==> src/rtl/led_pattern_gen.sv <==
// LED pattern generator: a prescaler produces a step tick every DIV enabled clocks,
// and the pattern register advances once per tick according to the selected mode.
module led_pattern_gen #(
  parameter int WIDTH = 8,
  parameter int DIV   = 25_000_000
) (
  input  logic             clk,
  input  logic             reset,
  input  logic             en,
  input  logic [2:0]       mode,
  output logic [WIDTH-1:0] q,
  output logic             step
);

  localparam int CNT_W = (DIV > 1) ? $clog2(DIV) : 1;
  localparam logic [CNT_W-1:0] CNT_MAX = CNT_W'(DIV - 1);

  typedef enum logic [2:0] {
    M_OFF, M_CHASE_L, M_CHASE_R, M_PING, M_FILL, M_BLINK, M_COUNT, M_FREEZE
  } mode_e;

  typedef enum logic {DIR_LEFT, DIR_RIGHT} dir_e;

  logic [WIDTH-1:0] pat_q, pat_d;
  logic [CNT_W-1:0] cnt_q, cnt_d;
  dir_e             dir_q, dir_d;
  mode_e            mode_q, mode_d;
  logic             step_q, step_d;

  mode_e            mode_in;
  logic             tick;
  logic             restart;
  logic [WIDTH-1:0] init_val;
  logic [WIDTH-1:0] adv_val;
  dir_e             adv_dir;

  assign mode_in = mode_e'(mode);
  assign restart = (mode_in != mode_q);
  assign tick    = en && (cnt_q == CNT_MAX);

  // Value loaded on entry to a mode; freeze keeps whatever is showing.
  always_comb begin
    init_val = '0;
    case (mode_in)
      M_CHASE_L: init_val = WIDTH'(1);
      M_CHASE_R: init_val = {1'b1, {(WIDTH-1){1'b0}}};
      M_PING:    init_val = WIDTH'(1);
      M_FREEZE:  init_val = pat_q;
      default:   init_val = '0;
    endcase
  end

  always_comb begin
    adv_val = pat_q;
    adv_dir = dir_q;
    case (mode_q)
      M_OFF:     adv_val = '0;
      M_CHASE_L: adv_val = {pat_q[WIDTH-2:0], pat_q[WIDTH-1]};
      M_CHASE_R: adv_val = {pat_q[0], pat_q[WIDTH-1:1]};
      M_PING: begin
        // Direction flips on the step that lands on an end LED, so each end shows once.
        if (dir_q == DIR_LEFT) begin
          adv_val = pat_q << 1;
          if (adv_val[WIDTH-1]) adv_dir = DIR_RIGHT;
        end else begin
          adv_val = pat_q >> 1;
          if (adv_val[0]) adv_dir = DIR_LEFT;
        end
      end
      M_FILL:    adv_val = (&pat_q) ? '0 : {pat_q[WIDTH-2:0], 1'b1};
      M_BLINK:   adv_val = ~pat_q;
      M_COUNT:   adv_val = pat_q + WIDTH'(1);
      M_FREEZE:  adv_val = pat_q;
      default:   adv_val = pat_q;
    endcase
  end

  always_comb begin
    mode_d = mode_in;
    pat_d  = pat_q;
    cnt_d  = cnt_q;
    dir_d  = dir_q;
    step_d = 1'b0;
    if (restart) begin
      pat_d = init_val;
      cnt_d = '0;
      dir_d = DIR_LEFT;
    end else if (en) begin
      cnt_d = tick ? '0 : cnt_q + CNT_W'(1);
      if (tick) begin
        pat_d  = adv_val;
        dir_d  = adv_dir;
        step_d = 1'b1;
      end
    end
  end

  always_ff @(posedge clk or posedge reset) begin
    if (reset) begin
      pat_q  <= '0;
      cnt_q  <= '0;
      dir_q  <= DIR_LEFT;
      mode_q <= M_OFF;
      step_q <= 1'b0;
    end else begin
      pat_q  <= pat_d;
      cnt_q  <= cnt_d;
      dir_q  <= dir_d;
      mode_q <= mode_d;
      step_q <= step_d;
    end
  end

  assign q    = pat_q;
  assign step = step_q;

endmodule

==> config.mk <==
export PLATFORM = sky130hd
export DESIGN_NAME = led_pattern_gen
export DESIGN_NICKNAME = d
export VERILOG_FILES = /design/src/rtl/led_pattern_gen.sv
export SDC_FILE = /design/constraint.sdc
export NUM_CORES = 1
export LEC_CHECK = 0
export ABC_AREA = 0
export BUFFER_PORTS_ARGS = -buffer_cell sky130_fd_sc_hd__clkbuf_2
export CORE_MARGIN = 3
export CORE_UTILIZATION = 50
export CTS_CLUSTER_DIAMETER = 80
export DETAILED_ROUTE_END_ITERATION = 6
export PLACE_DENSITY = 0.68
export SLEW_MARGIN = 10
export SYNTH_ARGS = -nofsm -noshare
export SYNTH_HDL_FRONTEND = slang
export SYNTH_SLANG_ARGS = --single-unit
==> constraint.sdc <==
create_clock -name clk -period 3.4 [get_ports clk]
set_clock_uncertainty 0.2 [all_clocks]
set_input_delay 0.34 -clock clk [delete_from_list [all_inputs] [get_ports clk]]
set_output_delay 0.34 -clock clk [all_outputs]
set_load 0.02 [all_outputs]
After elaboration in Yosys (flattened, before gate mapping)
Cells that the tools add are included.
Storage, ports and cells
  bits in registers: 38
  input bits: 6
  word-level logic and storage cells: 52
Cells by class
  add/sub/neg operators: 2
  equal/unequal tests: 15
  mux-type cells: 20
  bitwise logic cells: 1
  reduce and logical (&&, ||, !) cells: 9
Operators by type and width (number)
  $mux 25: 3
  $pmux 8 s7: 1
  $mux 8: 5
  $add 25x1->25 const B: 1
  $eq 25x25->1 const B: 1
  $pmux 8 s3: 1
  $eq 3x3->1 const B: 5
  $eq 3x2->1 const B: 4
  $mux 1: 10
  $add 8x1->8 const B: 1
  $not 8->8: 1
  $reduce_and 8->1: 1
  $eq 3x1->1 const B: 2
  $reduce_bool 2->1: 3
  $ne 2x2->1 const B: 2
  $reduce_and 4->1: 1
  $logic_not 3->1: 1
  $ne 3x3->1: 1
  $reduce_and 3->1: 1
  $reduce_or 2->1: 1
  $logic_and 1x1->1: 1

Depth between registers and ports, before layout
Gate-level depths: netlist of the first run.
  depth in word-level cells: 6
  gate-level depth with buffers: 8
  mapped depth without buffers: 6

Worst setup path after synthesis of the first run
Ideal clock, no wire load.
  path kind: flip-flop to flip-flop
  start point: register cnt_q[10]
  end point: register pat_q[7], in the netlist q[7]
  setup time: 0.145 ns
  arrival time: 2.467 ns
  slack: 0.589 ns
  cell stages (with the launch flop): 7
  buffers on the path: 1
  period minus slack after synthesis: 2.811 ns
  cell sequence: dfrtp_1 -> or4b_1 -> or4_4 -> or4_4 -> buf_2 -> o21ai_0 -> o221ai_1
Between the ends
  cells in the longest elaborated chain, start to end: 4
RTL lines
  from (decl): line 25  | logic [CNT_W-1:0] cnt_q, cnt_d;
  from (signal assigned): line 107  | cnt_q <= cnt_d;
  $eq 25x25->1: line 39  | assign tick = en && (cnt_q == CNT_MAX);
  $logic_and 1x1->1: line 39
  $reduce_bool 2->1 (no source line)
  $reduce_and 4->1 (no source line)
  to (signal assigned): line 106  | pat_q <= pat_d;
  to (decl): line 24  | logic [WIDTH-1:0] pat_q, pat_d;
Every way passes these cells.
A chain may end at the register's enable or synchronous reset.

Worst setup path after layout of the first run
  start point: register cnt_q[10]
  end point: register pat_q[0], in the netlist q[0]
The elaborated chain is that of the path after synthesis.

==> flow_summary.ini, run 1 <==
[setup_path]
cp_max_fo = 13
r2r_start = cnt_q[10]
crit_path_frequent_cell = or4_4
setup.worst_path.start_class = flop
arrival_ns = 3.00
setup.worst_path.end_class = flop
path_cells = or4b_1 -> or4_4 -> or4_4 -> o21a_1 -> a221o_1
cp_slowest_cell = or4_4
r2r_slack_ns = 0.37
required_ns = 3.37
reg2reg_to = q[0]
crit_start = cnt_q[10]
slowest_delay_ns = 0.64
path_class = reg -> reg
cpLargestDelayFamily = simple AND/OR/NAND/NOR gates
ff2ff_path_depth = 5
path_buf_inv = 0

[clocking]
cts_sinks = 38
cts_buffers = 5
cts_setup_buffers = 0
worstSkewPairLatency_ns = 0.29
cts.htree.levels = 2
cts_root_buffer = clkbuf_8
cts.path.max_buffers = 2
cts_resized = 0
cts_tree = done
clk_pin_slew_ns = 0.08

[pwr]
p_clk_frac = 0.402
power_frac_seq = 0.502
power_uw = 940.3
switching_share = 0.2464
ir_drop_mv = 0.2725
p_switching_uw = 231.7
p_per_area_nw_per_um2 = 362.0
p_leak_nw = 0.9743
p_int_uw = 708.6
pwr-share-comb = 0.097

[floorplanning]
die_h_um = 74.88
io_pins = 15
fp.dieArea_um2 = 5607
start_util = 0.5302
num_rows = 24
die_w_um = 74.88
core_area_um2 = 4474

[finish]
final_nets = 290
diodes = 0
n_fill_cell = 399
drive_above_1_share = 0.1201
area_delta_synth_final_pct = 9.494

[worst_hold_path]
holdPathEnd = mode_q[1]
hp-class = in -> reg
holdPathStages = 1
worstHoldStart = mode[1]

[timing]
fmaxAchievable_ghz = 0.3296
setup_viol = 0
layout_min_cycle_time_ns = 3.034
relSlewSlack = 0.4274
setup_ws_ns = 0.3664
fin_hold_ws_ns = 0.006594
rsz0062_at_grt = no
maxSlewViolCount = 0
hold_viol = 0
final.period_utilization = 0.8922
setup_tns_ns = 0
tightest_slew_ns = 0.8470

[grt]
grt_pass1_vias = 1893
grt_overflow = 0
grt.total_usage = 0.2107
antenna_found_initial = 0
grt_pass1_wl_um = 9170
grt_max_degree = 39

[routing]
vias_per_cell = 6.096
post-route-drc-count = 0
postRouteAntennaNets = 0
vias = 2042
dr.first_iter.drc_count = 278
drt_first_pass_iters = 4
wl_per_cell_um = 15.52
wirelength_um = 5200

[placement]
hpwl_um = 3677
preCtsSetupSlack_ns = 0.4209
globalplace.congestion = 0.8603
numPortBuffers = 14

[job]
cap_violations = 0

[yosys]
ys_top_cells_by_count = 38 x dfrtp_1, 29 x nor2_1, 23 x nand2_1, 17 x nand3_1, 17 x xnor2_1
synth_most_common_cell = dfrtp_1
synth_edf_count = 0
netlist_instances = 270
ys_top_cells_by_area = dfrtp_1 40%, xnor2_1 6.3%, nor2_1 4.6%, nand2_1 3.6%, nand3_1 3.6%
synthFlopType = dfrtp_1
synthArstFlopShare = 1.000
netlist.area_leader.share = 0.4008
synth.distinct_cells = 51
yosys_warnings = 0
ys_seq_area_frac = 0.4008
avgSynthCellArea_um2 = 8.786
syn_nets = 278
syn-cell-area_um2 = 2372
yosysTopAreaCell = dfrtp_1
yosys_register_bits = 38

[outcome]
status = complete, no violations
-- power by group through the flow --
stage / clock [mW] / sequential, mW / combinational [mW]
3_3_place_gp: 0 / 0.480 / 0.0897
4_1_cts: 0.382 / 0.471 / 0.0914
6_report: 0.378 / 0.472 / 0.0909
5_1_grt: 0.398 / 0.473 / 0.102
2_1_floorplan: 0 / 0.477 / 0.0653
3_5_place_dp: 0 / 0.480 / 0.0904
-- sequential cells by signal, indices dropped and copies added (netlist names) --
name    flops
step        1
dir_q       1
q           8
mode_q      3
cnt_q      25
-- worst register-to-register path, delay by kind of cell (launching register included) --
| family | cells | cell delay (ns) |
|---|---|---|
| AO/OA/AOI/OAI | 2 | 0.65 |
| flip-flops | 1 | 0.44 |
| AND/OR/NAND/NOR | 3 | 1.62 |
-- layout by cell type, fill, tap and decap left out, types with 7 or more instances in the layout --
cell type,n
dfrtp_1,38
nor2_1,29
nand2_1,23
nand3_1,17
xnor2_1,17
clkbuf_2,14
a21oi_1,12
nor3_1,10
o21ai_0,10
inv_1,8
nor4_1,7
-- kinds of logic after synthesis --
group           Yosys count  synth area share
mux                       3           0.01319
flops                    38            0.4008
compound gates           54            0.1651
simple gates            129            0.2932
xor+xnor                 21           0.07753
fa+ha+maj                 2           0.01055
buf+inv                  23           0.03956
-- metal layers --
metal	vias up	routed length (um)	track usage
met5	-	0	0
met4	0	77	0.05336
met3	10	310	0.04806
met2	54	2101	0.2834
met1	959	2711	0.3361
li1	1019	-	-
-- metrics by stage --
step | cell area [um^2] | cells | utilization
after floorplan | 2372 | 270 | -
after global placement | 2481 | 326 | 0.5545
after global routing | 2597 | 335 | 0.5805
after detailed placement | 2481 | 326 | 0.5545
final | 2597 | 335 | 0.5805
after CTS | 2597 | 335 | 0.5805
-- how the worst max path moves through the flow --
stage	to	slack [ns]	cells past startpoint
global route	q[0]	0.29	5
CTS	q[0]	0.38	5
detailed placement	q[0]	0.42	5
global placement	q[0]	0.47	5
finish	q[0]	0.37	5
floorplan	q[7]	0.59	6
-- cell type report --
cell class	instances	area (um^2)	share of cell area
Inverter	8	30.03	0.01156
Multi-Input combinational cell	209	1328	0.5111
Clock inverter	1	30.03	0.01156
Clock buffer	7	76.32	0.02938
Sequential cell	38	950.9	0.3661
Tap cell	52	65.06	0.02505
Timing Repair Buffer	20	117.6	0.04528
-- timing repair --
action                                  in CTS  in global routing
hold buffers                                 1                  0
endpoints found under the hold margin       38                  0
endpoints found under the setup margin       0                  0
(Power assumes the default switching activity.)
==> run 2: changes to the inputs <==
--- a/config.mk
+++ b/config.mk
@@ -12,6 +12,7 @@
 export CTS_CLUSTER_DIAMETER = 80
 export DETAILED_ROUTE_END_ITERATION = 6
 export PLACE_DENSITY = 0.68
+export REMOVE_ABC_BUFFERS = 1
 export SLEW_MARGIN = 10
 export SYNTH_ARGS = -nofsm -noshare
 export SYNTH_HDL_FRONTEND = slang
==> flow_summary.ini, run 2 (same netlist as run 1, synthesis figures left out) <==
[outcome]
status = complete, no violations

[floorplanning]
die_w_um = 74.88
die_h_um = 74.88
io_pins = 15
fp.dieArea_um2 = 5607
start_util = 0.5302
core_area_um2 = 4474
num_rows = 24

[setup_path]
setup.worst_path.end_class = flop
ff2ff_path_depth = 5
r2r_start = cnt_q[10]
path_class = reg -> reg
path_cells = or4b_1 -> or4_4 -> or4_4 -> o21a_1 -> a221o_1
reg2reg_to = q[0]
cp_max_fo = 13
path_buf_inv = 0
r2r_slack_ns = 0.39
crit_path_frequent_cell = or4_4
arrival_ns = 2.98
setup.worst_path.start_class = flop
slowest_delay_ns = 0.65
required_ns = 3.37
cp_slowest_cell = or4_4
cpLargestDelayFamily = simple AND/OR/NAND/NOR gates
cp.depth = 5

[finish]
multi_input_area_um2 = 1328
final_nets = 291
final_common_cell = dfrtp_1
top_register = cnt_q
seq_area_um2 = 950.9
diodes = 0
largest_reg_flops = 25
drive_above_1_share = 0.1268
final_cell_mix = 38 x dfrtp_1, 29 x nor2_1, 23 x nand2_1
area_delta_synth_final_pct = 9.177
n_fill_cell = 406

[clocking]
cts.path.max_buffers = 2
cts_root_buffer = clkbuf_8
cts_tree = done
worstSkewPairLatency_ns = 0.29
clk_pin_slew_ns = 0.08
cts_buffers = 5
cts_sinks = 38
cts.htree.levels = 2
cts_setup_buffers = 0

[placement]
hpwl_um = 3767
globalplace.congestion = 0.8723
numPortBuffers = 14
preCtsSetupSlack_ns = 0.4145

[pwr]
p_per_area_nw_per_um2 = 340.7
p_clk_frac = 0.361
pwr-share-comb = 0.104
p_int_uw = 652.5
ir_drop_mv = 0.2556
p_leak_nw = 0.9756
p_switching_uw = 230.0
switching_share = 0.2606
power_frac_seq = 0.535

[routing]
dr.first_iter.drc_count = 251
wl_per_cell_um = 15.99
vias_per_cell = 6.116
wirelength_um = 5372
vias = 2055
post-route-drc-count = 0
postRouteAntennaNets = 0
drt_first_pass_iters = 4

[timing]
setup_tns_ns = 0
setup_ws_ns = 0.3877
final.period_utilization = 0.8860
maxSlewViolCount = 0
hold_viol = 0
layout_min_cycle_time_ns = 3.012
tightest_slew_ns = 0.7319
rsz0062_at_grt = no
fmaxAchievable_ghz = 0.3320
relSlewSlack = 0.5083
setup_viol = 0

[grt]
grt_max_degree = 22
grt.total_usage = 0.2132
grt_overflow = 0
grt_pass1_vias = 1900
antenna_found_initial = 0
grt_pass1_wl_um = 9252

[worst_hold_path]
holdPathStages = 1
hp-class = in -> reg
holdPathEnd = mode_q[1]
worstHoldStart = mode[1]

[job]
cap_violations = 0
==> run 2: per-layer routing <==
| metal | global-route usage | vias up | part of all wire |
|---|---|---|---|
| met5 | 0 | - | 0 |
| met4 | 0.05731 | 0 | 0.0065 |
| met3 | 0.03872 | 5 | 0.045 |
| met2 | 0.2998 | 46 | 0.44 |
| met1 | 0.3339 | 983 | 0.51 |
| li1 | - | 1021 | - |
==> run 2: power groups by stage <==
stage / Sequential, mW / Combinational, mW / Clock (mW)
after floorplan: 0.481 / 0.0567 / 0
after global placement: 0.481 / 0.0900 / 0
after detailed placement: 0.481 / 0.0911 / 0
after CTS: 0.472 / 0.0917 / 0.324
after global routing: 0.473 / 0.103 / 0.347
final: 0.472 / 0.0914 / 0.319
==> run 2: worst max-delay path by stage <==
stage,startpoint,to,slack (ns)
6_report,cnt_q[10],q[0],0.39
5_1_grt,cnt_q[10],q[0],0.30
4_1_cts,cnt_q[10],q[0],0.39
3_5_place_dp,cnt_q[10],q[0],0.41
3_3_place_gp,cnt_q[10],q[0],0.46
2_1_floorplan,cnt_q[10],q[0],0.55
==> run 2: layout make-up <==
cell class | count | area share
multi-input cells | 209 | 0.5126
flip-flops and latches | 38 | 0.3672
repair buffers | 21 | 0.04831
clock buffers | 7 | 0.03333
well taps | 52 | 0.02512
inverters | 8 | 0.01159
clock inverters | 1 | 0.001932
==> run 2: metrics by stage <==
step / utilization / area (um^2) / hold slack, ns / cells / power, mW
floorplan: - / 2308 / 0.1714 / 255 / 0.5377
detailed placement: 0.5562 / 2489 / 0.2666 / 327 / 0.5721
global placement: 0.5562 / 2489 / 0.2515 / 327 / 0.5710
CTS: 0.5789 / 2590 / 0.01242 / 336 / 0.8881
finish: 0.5789 / 2590 / 0.01686 / 336 / 0.8825
global route: 0.5789 / 2590 / 0.01643 / 336 / 0.9234
==> run 2: timing repair <==
| action | CTS | global route |
|---|---|---|
| resized for setup | 0 | 0 |
| hold buffers | 1 | 0 |
| endpoints found under the hold margin | 17 | 0 |
==> run 3: changes to the inputs <==
--- a/config.mk
+++ b/config.mk
@@ -7,11 +7,13 @@
 export LEC_CHECK = 0
 export ABC_AREA = 0
 export BUFFER_PORTS_ARGS = -buffer_cell sky130_fd_sc_hd__clkbuf_2
+export CELL_PAD_IN_SITES_DETAIL_PLACEMENT = 1
+export CELL_PAD_IN_SITES_GLOBAL_PLACEMENT = 1
 export CORE_MARGIN = 3
-export CORE_UTILIZATION = 50
+export CORE_UTILIZATION = 46
 export CTS_CLUSTER_DIAMETER = 80
 export DETAILED_ROUTE_END_ITERATION = 6
-export PLACE_DENSITY = 0.68
+export PLACE_DENSITY_LB_ADDON = 0.1
 export REMOVE_ABC_BUFFERS = 1
 export SLEW_MARGIN = 10
 export SYNTH_ARGS = -nofsm -noshare
==> flow_summary.ini, run 3 (same netlist as run 1, synthesis figures left out) <==
[setup_path]
reg2reg_to = q[0]
ff2ff_path_depth = 5
setup.worst_path.start_class = flop
arrival_ns = 3.00
cp_max_fo = 13
required_ns = 3.38
r2r_start = cnt_q[10]
r2r_slack_ns = 0.38
path_class = reg -> reg
setup.worst_path.end_class = flop

[finish]
diodes = 0
drive_above_1_share = 0.1268
seq_area_um2 = 950.9
final_common_cell = dfrtp_1
area_delta_synth_final_pct = 9.968
top_register = cnt_q
largest_reg_flops = 25
final_cell_mix = 38 x dfrtp_1, 29 x nor2_1, 23 x nand2_1
design_area_um2 = 2609
multi_input_area_um2 = 1328
n_fill_cell = 575
final_util = 0.5381
final_nets = 291

[pwr]
p_leak_nw = 0.9749
p_per_area_nw_per_um2 = 340.6
ir_drop_mv = 0.1880

[routing]
dr.first_iter.drc_count = 102
wl_per_cell_um = 18.31
vias_per_cell = 6.117
post-route-drc-count = 0
postRouteAntennaNets = 0
wirelength_um = 6428
drt_first_pass_iters = 4
vias = 2147

[timing]
fin_hold_ws_ns = 0.002531
maxSlewViolCount = 0
tightest_slew_ns = 1.085
setup_viol = 0
setup_tns_ns = 0
relSlewSlack = 0.2666
fmaxAchievable_ghz = 0.3316
final.period_utilization = 0.8869
layout_min_cycle_time_ns = 3.015
setup_ws_ns = 0.3847
rsz0062_at_grt = no
hold_viol = 0

[grt]
grt_max_degree = 22
grt_pass1_vias = 2177
antenna_found_initial = 0
grt_pass1_wl_um = 11320
grt.total_usage = 0.2383
grt_overflow = 0

[floorplanning]
num_rows = 25
die_h_um = 77.82
start_util = 0.4893
core_area_um2 = 4848
die_w_um = 77.82
io_pins = 15
fp.dieArea_um2 = 6055

[clocking]
cts_root_buffer = clkbuf_8
cts_tree = done
cts_setup_buffers = 0
cts_buffers = 5
worstSkewPairLatency_ns = 0.29
cts.htree.levels = 2
cts.path.max_buffers = 2
clk_pin_slew_ns = 0.07
cts_sinks = 38

[placement]
numPortBuffers = 14
globalplace.congestion = 0.7886
hpwl_um = 4602
preCtsSetupSlack_ns = 0.4030
placed_cell_area_um2 = 2507

[worst_hold_path]
worstHoldStart = mode[1]
hp-class = in -> reg
holdPathEnd = mode_q[1]
holdPathStages = 1

[job]
cap_violations = 0

[outcome]
status = complete, no violations
[run 3: cell counts in the layout (fill, tap and decap cells not counted)]
Identical to the previous run, type by type.
[run 3: worst max path at each step]
stage,startpoint,to,slack (ns),cells after the start
3_3_place_gp,cnt_q[10],q[0],0.46,5
2_1_floorplan,cnt_q[10],q[0],0.55,5
3_5_place_dp,cnt_q[10],q[0],0.40,5
6_report,cnt_q[10],q[0],0.38,5
4_1_cts,cnt_q[10],q[0],0.39,5
5_1_grt,mode_q[1],cnt_q[21],0.28,6
[run 3: layout make-up]
| type | instances | share of cell area |
|---|---|---|
| tap | 67 | 0.03213 |
| timing repair buffer | 21 | 0.04796 |
| clock inverter | 1 | 0.001918 |
| sequential | 38 | 0.3645 |
| multi-input combinational | 209 | 0.5089 |
| clock buffer | 7 | 0.03309 |
| inverter | 8 | 0.01151 |
[run 3: critical path, stage by stage (launching register included)]
cell,delay [ns]
dfrtp_1,0.44
or4b_1,0.53
or4_4,0.43
or4_4,0.65
o21a_1,0.29
a221o_1,0.36
[run 3: power by group]
| part | internal [mW] | total (mW) | switching, mW |
|---|---|---|---|
| Clock | 0.163 | 0.319 | 0.156 |
| Combinational | 0.0319 | 0.0980 | 0.0661 |
| Sequential | 0.458 | 0.471 | 0.0137 |
[run 3: stage by stage]
stage                     power, mW  std cells
after floorplan              0.5377        255
after global placement       0.5742        342
after detailed placement     0.5765        342
after CTS                    0.8986        351
after global routing         0.9348        351
final                        0.8885        351
[run 3: routing by layer]
metal,share of wire,wire (um),global-route usage,up-vias
met5,0,0,0,-
met1,0.49,3139,0.3568,1062
li1,-,-,-,1020
met3,0.051,325,0.06148,11
met2,0.45,2866,0.3365,54
met4,0.015,95,0.06762,0
[run 3: repair_timing]
action                    CTS  global route
hold endpoints to repair   17             0
hold buffers                1             0
gates resized for setup     0             0
